`src/rtl/ksa_pkg.sv`:
```
// ksa_pkg: shared sizing helpers and the per-bit generate/propagate record for the Kogge-Stone pipeline
package ksa_pkg;
  typedef struct packed {
    logic g;
    logic p;
  } pg_t;
  function automatic int clog2(input int n);
    int r = 0;
    for (int i = 0; i < 31; i++) if ((1 << i) < n) r = i + 1;
    return r;
  endfunction
  function automatic int nstg(input int levels, input int pe);
    return (levels + pe - 1) / pe;
  endfunction
endpackage

```
`src/rtl/ksa_prefix_level.sv`:
```
// ksa_prefix_level: one radix-2 Kogge-Stone combine level at distance DIST
module ksa_prefix_level
  import ksa_pkg::*;
#(
  parameter int BITS = 64,
  parameter int DIST = 1
) (
  input  pg_t [BITS-1:0] x,
  output pg_t [BITS-1:0] y
);
  for (genvar i = 0; i < BITS; i++) begin : g_b
    if (i >= DIST) begin : g_c
      assign y[i].g = x[i].g | (x[i].p & x[i-DIST].g);
      assign y[i].p = x[i].p & x[i-DIST].p;
    end else begin : g_t
      assign y[i] = x[i];
    end
  end
endmodule

```
`src/rtl/ksa_pipe.sv`:
```
// ksa_pipe: pipelined Kogge-Stone add/subtract with valid/ready flow control and in-order tags
// ovf/zero flags are generated only when KSA_PIPE_FLAGS_EN is defined; otherwise tied to 0
module ksa_pipe
  import ksa_pkg::*;
#(
  parameter int BITS       = 64,
  parameter int PIPE_EVERY = 2,
  parameter int TAG_W      = 4
) (
  input  logic             clk,
  input  logic             rst,
  input  logic             in_valid,
  output logic             in_ready,
  input  logic [BITS-1:0]  a,
  input  logic [BITS-1:0]  b,
  input  logic             cin,
  input  logic             op_sub,
  input  logic [TAG_W-1:0] in_tag,
  output logic             out_valid,
  input  logic             out_ready,
  output logic [BITS-1:0]  sum,
  output logic             cout,
  output logic [TAG_W-1:0] out_tag,
  output logic             ovf,
  output logic             zero
);
  localparam int LEVELS = clog2(BITS);
  localparam int NSTG   = nstg(LEVELS, PIPE_EVERY);
  logic [NSTG:0]     v;
  logic [NSTG+1:0]   ld;
  logic [BITS-1:0]   bx, gf, sum_d, sum_q;
  logic              cout_q;
  logic [NSTG-1:0]   c_q;
  logic [BITS-1:0]   px_q [NSTG];
  logic [TAG_W-1:0]  tag_q [NSTG+1];
  pg_t  [BITS-1:0]   pg0, f0;
  pg_t  [BITS-1:0]   pg_q [NSTG];
  pg_t  [BITS-1:0]   lo [1:LEVELS];
  assign bx = op_sub ? ~b : b;
  assign in_ready  = ld[0] & ~rst;
  assign out_valid = v[NSTG];
  assign sum       = sum_q;
  assign cout      = cout_q;
  assign out_tag   = tag_q[NSTG];
  // a stage may load when empty or when everything downstream of it advances
  always_comb begin
    ld[NSTG+1] = out_ready;
    for (int s = NSTG; s >= 0; s--) ld[s] = ~v[s] | ld[s+1];
  end
  always_comb begin
    for (int i = 0; i < BITS; i++) pg0[i] = '{g: a[i] & bx[i], p: a[i] ^ bx[i]};
  end
  always_comb begin
    f0 = pg_q[0];
    f0[0].g = pg_q[0][0].g | (pg_q[0][0].p & c_q[0]);
  end
  for (genvar k = 1; k <= LEVELS; k++) begin : g_lvl
    pg_t [BITS-1:0] x;
    if (k == 1) begin : g_f
      assign x = f0;
    end else if ((k - 1) % PIPE_EVERY == 0) begin : g_r
      assign x = pg_q[(k-1)/PIPE_EVERY];
    end else begin : g_w
      assign x = lo[k-1];
    end
    ksa_prefix_level #(.BITS(BITS), .DIST(1 << (k - 1))) u_lvl (.x(x), .y(lo[k]));
  end
  always_comb begin
    for (int i = 0; i < BITS; i++) gf[i] = lo[LEVELS][i].g;
    sum_d = px_q[NSTG-1] ^ {gf[BITS-2:0], c_q[NSTG-1]};
  end
  always_ff @(posedge clk) begin
    if (rst) begin
      v      <= '0;
      c_q    <= '0;
      sum_q  <= '0;
      cout_q <= 1'b0;
      for (int s = 0; s < NSTG; s++) begin
        pg_q[s] <= '0;
        px_q[s] <= '0;
      end
      for (int s = 0; s <= NSTG; s++) tag_q[s] <= '0;
    end else begin
      if (ld[0]) v[0] <= in_valid;
      for (int s = 1; s <= NSTG; s++) if (ld[s]) v[s] <= v[s-1];
      if (ld[0] && in_valid) begin
        pg_q[0]  <= pg0;
        px_q[0]  <= a ^ bx;
        c_q[0]   <= op_sub | cin;
        tag_q[0] <= in_tag;
      end
      for (int s = 1; s < NSTG; s++)
        if (ld[s] && v[s-1]) begin
          pg_q[s]  <= lo[s*PIPE_EVERY];
          px_q[s]  <= px_q[s-1];
          c_q[s]   <= c_q[s-1];
          tag_q[s] <= tag_q[s-1];
        end
      if (ld[NSTG] && v[NSTG-1]) begin
        sum_q       <= sum_d;
        cout_q      <= gf[BITS-1];
        tag_q[NSTG] <= tag_q[NSTG-1];
      end
    end
  end
`ifdef KSA_PIPE_FLAGS_EN
  logic [NSTG-1:0] am_q;
  logic            ovf_q, zero_q;
  // operand signs match exactly when the MSB propagate bit is clear
  always_ff @(posedge clk) begin
    if (rst) begin
      am_q   <= '0;
      ovf_q  <= 1'b0;
      zero_q <= 1'b0;
    end else begin
      if (ld[0] && in_valid) am_q[0] <= a[BITS-1];
      for (int s = 1; s < NSTG; s++) if (ld[s] && v[s-1]) am_q[s] <= am_q[s-1];
      if (ld[NSTG] && v[NSTG-1]) begin
        ovf_q  <= ~px_q[NSTG-1][BITS-1] & (sum_d[BITS-1] ^ am_q[NSTG-1]);
        zero_q <= ~|sum_d;
      end
    end
  end
  assign ovf  = ovf_q;
  assign zero = zero_q;
`else
  assign ovf  = 1'b0;
  assign zero = 1'b0;
`endif
endmodule

```
`config.mk`:
```
export PLATFORM = sky130hd
export DESIGN_NAME = ksa_pipe
export DESIGN_NICKNAME = d
export VERILOG_FILES = /design/src/rtl/ksa_pkg.sv /design/src/rtl/ksa_prefix_level.sv /design/src/rtl/ksa_pipe.sv
export SDC_FILE = /design/constraint.sdc
export NUM_CORES = 1
export LEC_CHECK = 0
export CAP_MARGIN = 20
export CORE_ASPECT_RATIO = 2
export CORE_MARGIN = 4
export CORE_UTILIZATION = 55
export CTS_BUF_LIST = sky130_fd_sc_hd__clkbuf_8
export CTS_CLUSTER_SIZE = 24
export DETAILED_ROUTE_END_ITERATION = 8
export HOLD_SLACK_MARGIN = 0.03
export PLACE_DENSITY = 0.76
export SLEW_MARGIN = 15
export SYNTH_ARGS = -nofsm -noshare
export SYNTH_HDL_FRONTEND = slang
export SYNTH_HIERARCHICAL = 1
export SYNTH_SLANG_ARGS = --single-unit
```
`constraint.sdc`:
```
create_clock -name clk -period 9 [get_ports clk]
set_input_delay 1.35 -clock clk [delete_from_list [all_inputs] [get_ports clk]]
set_output_delay 1.35 -clock clk [all_outputs]
set_load 0.02 [all_outputs]
```
==> flow_summary.json, run 1 <==
{
  "status": "completed",
  "end_kind": "primary output",
  "hpwl_um": 47600,
  "ir_drop_mv": 0.0902,
  "place_area_mm2": 0.0323,
  "cts_root_buf": "clkbuf_8",
  "cts_made_buffers": 77,
  "cts_tree": "done",
  "worstHoldPathCells": 1,
  "clkLatencyLatePin_ps": 670,
  "worst_pin_slew_ps": 1360,
  "syn2layout_area_growth_pct": 10.3,
  "drtIter0Drc": 1193,
  "syn_area_per_cell_um2": 14.1,
  "rsz0062_at_grt": "no",
  "relSlewSlack": 0.0950,
  "place_congestion": 0.914,
  "grt_max_degree": 181,
  "cts_buffer_depth": 3,
  "antenna_found_initial": 1,
  "ant_nets": 0,
  "path_max_fanout": 22,
  "cts.reportedPaths.clkPinSlew_ps": 60,
  "vias_per_cell": 5.46,
  "maxCapViolCount": 0,
  "gr-total-overflow": 0,
  "drtPass1Iterations": 5,
  "finalSetupViolCount": 0,
  "syn_inst": 2168,
  "htreeDepth": 3,
  "portBuffers": 208,
  "wirelength_um": 64500,
  "fin_crit_ps": 4570,
  "cts_hold_buffers": 0,
  "finalCritPeriodShare": 0.508,
  "holdWs_ps": 478,
  "placed_cells": 2932,
  "drive_gt1_frac": 0.262,
  "critPathLaunchType": "input port",
  "drc": 0,
  "crit_type": "input port to primary output",
  "wl_per_cell_um": 21.0,
  "cts_setup_buffers": 0,
  "num-nets-final": 2469,
  "final_cells": 3071,
  "track_usage": 0.214,
  "syn_area_mm2": 0.0306,
  "tns_ps": 0,
  "row_count": 122,
  "clock_sinks": 580,
  "die_x_um": 175,
  "total_power_mw": 6.09,
  "die_h_um": 342,
  "fin_area_mm2": 0.0338,
  "die_area_mm2": 0.0598,
  "p_leak_nw": 13.9,
  "start_util": 0.554,
  "grt_pass1_vias": 17500,
  "grt_pass1_wl_um": 99400,
  "cp.required_ps": 7650,
  "cp_data_arrival_time_ps": 3220,
  "vias": 16800,
  "ys_warn_count": 6,
  "dp_slack_ps": 4320,
  "setup_ws_ps": 4430,
  "num_io_pins": 211,
  "slew_viol_final": 0,
  "hp-class": "flop to flop",
  "core_area_mm2": 0.0553,
  "hold_violations": 0,
  "skew_ps": 28.3,
  "rr_worst_depth": 4,
  "cts_resized": 0,
  "pwr_density_cell_mw_per_mm2": 180,
  "fmax_mhz": 219,
  "post-route-util": 0.611
}
-- cells in the final DEF, fill, tap and decap left out, types with 6 or more instances in the layout --
master / instances
a21boi_0: 32
a21boi_2: 460
a21o_1: 323
a21oi_1: 7
a22o_1: 65
and2_1: 251
and2_2: 15
buf_12: 7
buf_4: 10
bufinv_16: 6
clkbuf_8: 79
clkdlybuf4s50_1: 207
clkinv_1: 14
clkinv_2: 15
dfxtp_1: 72
edfxtp_1: 508
ha_1: 64
inv_1: 22
xor2_1: 128
-- cell type report --
cell class / instances / area [um^2]
sequential: 580 / 16700
multi-input combinational: 1378 / 12300
clock buffer: 79 / 1090
timing repair buffer: 224 / 2290
fill: 4366 / 21500
clock inverter: 59 / 423
antenna: 1 / 2.50
inverter: 6 / 22.5
tap: 744 / 931
-- layer usage --
metal / GRT usage / vias to the layer above / routed length, um
met1: 0.252 / 8104 / 24900
met5: 0 / - / 0
met3: 0.0307 / 106 / 2750
met2: 0.394 / 405 / 34600
met4: 0.0795 / 0 / 2300
li1: - / 8138 / -
-- state kept, by name, indices dropped and copies added (netlist names) --
register  flops
cout          1
c_q           3
pg_q        364
sum          64
px_q        128
tag_q        16
v             4
-- final timing paths --
path / slack, ps / end / start
setup / recovery: 4430 / in_ready / rst
hold / removal: 480 / sum[42]$_SDFFE_PP0P_ / sum[42]$_SDFFE_PP0P_
setup reg to reg: 5990 / px_q[0][71]$_SDFFCE_PN0P_ / v[2]$_SDFFE_PP0P_
hold reg to reg: 480 / sum[42]$_SDFFE_PP0P_ / sum[42]$_SDFFE_PP0P_
-- where the power goes --
part	internal (mW)	total (mW)	switching, mW
clock	0.998	1.98	0.978
sequential	3.16	3.31	0.145
combinational	0.382	0.804	0.422
-- critical path: stages --
cell and delay (ps):
clkdlybuf4s50_1 870, a21oi_1 350, clkdlybuf4s50_1 650
(Power assumes the default switching activity.)
==> run 2, diff against run 1 <==
Clock period 9 ns to 4.3 ns, I/O delays scaled along.
==> flow_summary.json, run 2 (synthesis results as in run 1) <==
{
  "die_area_mm2": 0.0598,
  "skew_ps": 24.6,
  "vias_per_cell": 5.39,
  "syn2layout_area_growth_pct": 12.3,
  "cp.depth": 4,
  "place_congestion": 0.935,
  "cp.required_ps": 3650,
  "cts_root_buf": "clkbuf_8",
  "place_area_mm2": 0.0327,
  "cpMostUsedCell": "clkdlybuf4s50_1",
  "cts_buffer_depth": 3,
  "status": "completed",
  "die_x_um": 175,
  "cp_data_arrival_time_ps": 2310,
  "antenna_found_initial": 1,
  "cts_resized": 0,
  "drc": 0,
  "num-nets-final": 2508,
  "cts_made_buffers": 78,
  "fin_area_mm2": 0.0344,
  "clock_sinks": 580,
  "drive_gt1_frac": 0.274,
  "layout_common_cells": "edfxtp_1 (508), a21boi_2 (460), a21o_1 (323), and2_1 (251), clkdlybuf4s50_1 (207)",
  "core_area_mm2": 0.0553,
  "row_count": 122,
  "portBuffers": 208,
  "fin_crit_ps": 2950,
  "cp_slowest_cell": "clkdlybuf4s50_1",
  "clkLatencyLatePin_ps": 650,
  "drtIter0Drc": 1183,
  "final_common_cell": "edfxtp_1",
  "crit_type": "input port to primary output",
  "critPathBufInv": 2,
  "rsz0062_at_grt": "no",
  "cts.reportedPaths.clkPinSlew_ps": 60,
  "regArea_mm2": 0.0167,
  "drtPass1Iterations": 5,
  "slew_viol_final": 0,
  "maxCapViolCount": 0,
  "vias": 16800,
  "finalCritPeriodShare": 0.686,
  "worst_pin_slew_ps": 750,
  "crit_chain": "clkdlybuf4s50_1 > and4b_1 > a21oi_1 > clkdlybuf4s50_1",
  "gr-total-overflow": 0,
  "hp-class": "flop to flop",
  "relSlewSlack": 0.500,
  "hpwl_um": 50700,
  "fillers": 4283,
  "finalSetupViolCount": 0,
  "pwr_density_cell_mw_per_mm2": 379,
  "wirelength_um": 65700,
  "regMostFlops": "pg_q",
  "grt_max_degree": 88,
  "ir_drop_mv": 0.190,
  "path_delay_family": "buffers and inverters",
  "cpPeakStageDelay_ps": 630,
  "start_util": 0.554,
  "num_io_pins": 211,
  "hold_violations": 0,
  "cts_tree": "done",
  "cts_setup_buffers": 0,
  "p_leak_nw": 14.2,
  "rr_worst_depth": 4,
  "htreeDepth": 3,
  "track_usage": 0.220,
  "grt_pass1_vias": 17600,
  "die_h_um": 342,
  "multi_input_area_mm2": 0.0123,
  "largest_reg_flops": 364,
  "critPathLaunchType": "input port",
  "tns_ps": 0,
  "cts_hold_buffers": 0,
  "path_max_fanout": 6,
  "wl_per_cell_um": 21.1,
  "worstHoldPathCells": 1,
  "fmax_mhz": 339,
  "ant_nets": 0,
  "grt_pass1_wl_um": 102000,
  "end_kind": "primary output"
}
==> run 2: cell types whose count changed in the layout (fill, tap and decap cells not counted) <==
cell | before | now
inv_4 | 2 | 0
clkinv_2 | 15 | 4
bufinv_16 | 6 | 8
inv_1 | 22 | 25
clkinv_1 | 14 | 12
clkinv_4 | 0 | 1
buf_12 | 7 | 21
clkinvlp_4 | 4 | 6
buf_4 | 10 | 34
clkbuf_8 | 79 | 90
inv_6 | 1 | 0
==> run 2: power breakdown <==
group          internal, mW  switching [mW]  total, mW
logic                 0.840           0.879       1.72
clock network          2.40            2.00       4.40
registers              6.62           0.310       6.93
==> run 2: final cells by class <==
type                       count  area share
sequential                   580       0.485
multi-input combinational   1378       0.359
timing repair buffer         262      0.0798
clock buffer                  90      0.0360
tap                          744      0.0271
clock inverter                51      0.0126
inverter                       6    0.000654
antenna                        1   0.0000727
==> run 2: metal layers <==
layer | global-route usage | routed length [um]
met4 | 0.0854 | 2410
met1 | 0.263 | 26100
met5 | 0 | 0
met2 | 0.401 | 34700
met3 | 0.0272 | 2490
==> run 2: final timing paths <==
check / startpoint / endpoint / slack, ps
worst min register to register: sum[27]$_SDFFE_PP0P_ / sum[27]$_SDFFE_PP0P_ / 470
worst max-delay path: out_ready / in_ready / 1350
worst max register to register: v[2]$_SDFFE_PP0P_ / pg_q[0][16]$_SDFFCE_PN0P_ / 1840
worst min-delay path: sum[27]$_SDFFE_PP0P_ / sum[27]$_SDFFE_PP0P_ / 470
==> run 2: through the flow <==
stage,utilization,power [mW],instances,hold slack (ps),setup slack (ps)
3_5_place_dp,0.592,8.78,2970,466,1110
5_1_grt,0.623,13.6,3112,487,1290
2_1_floorplan,-,8.22,2169,440,642
6_report,0.623,13.0,3112,474,1350
4_1_cts,0.623,13.2,3111,482,1360
3_3_place_gp,0.592,8.75,2970,452,1190
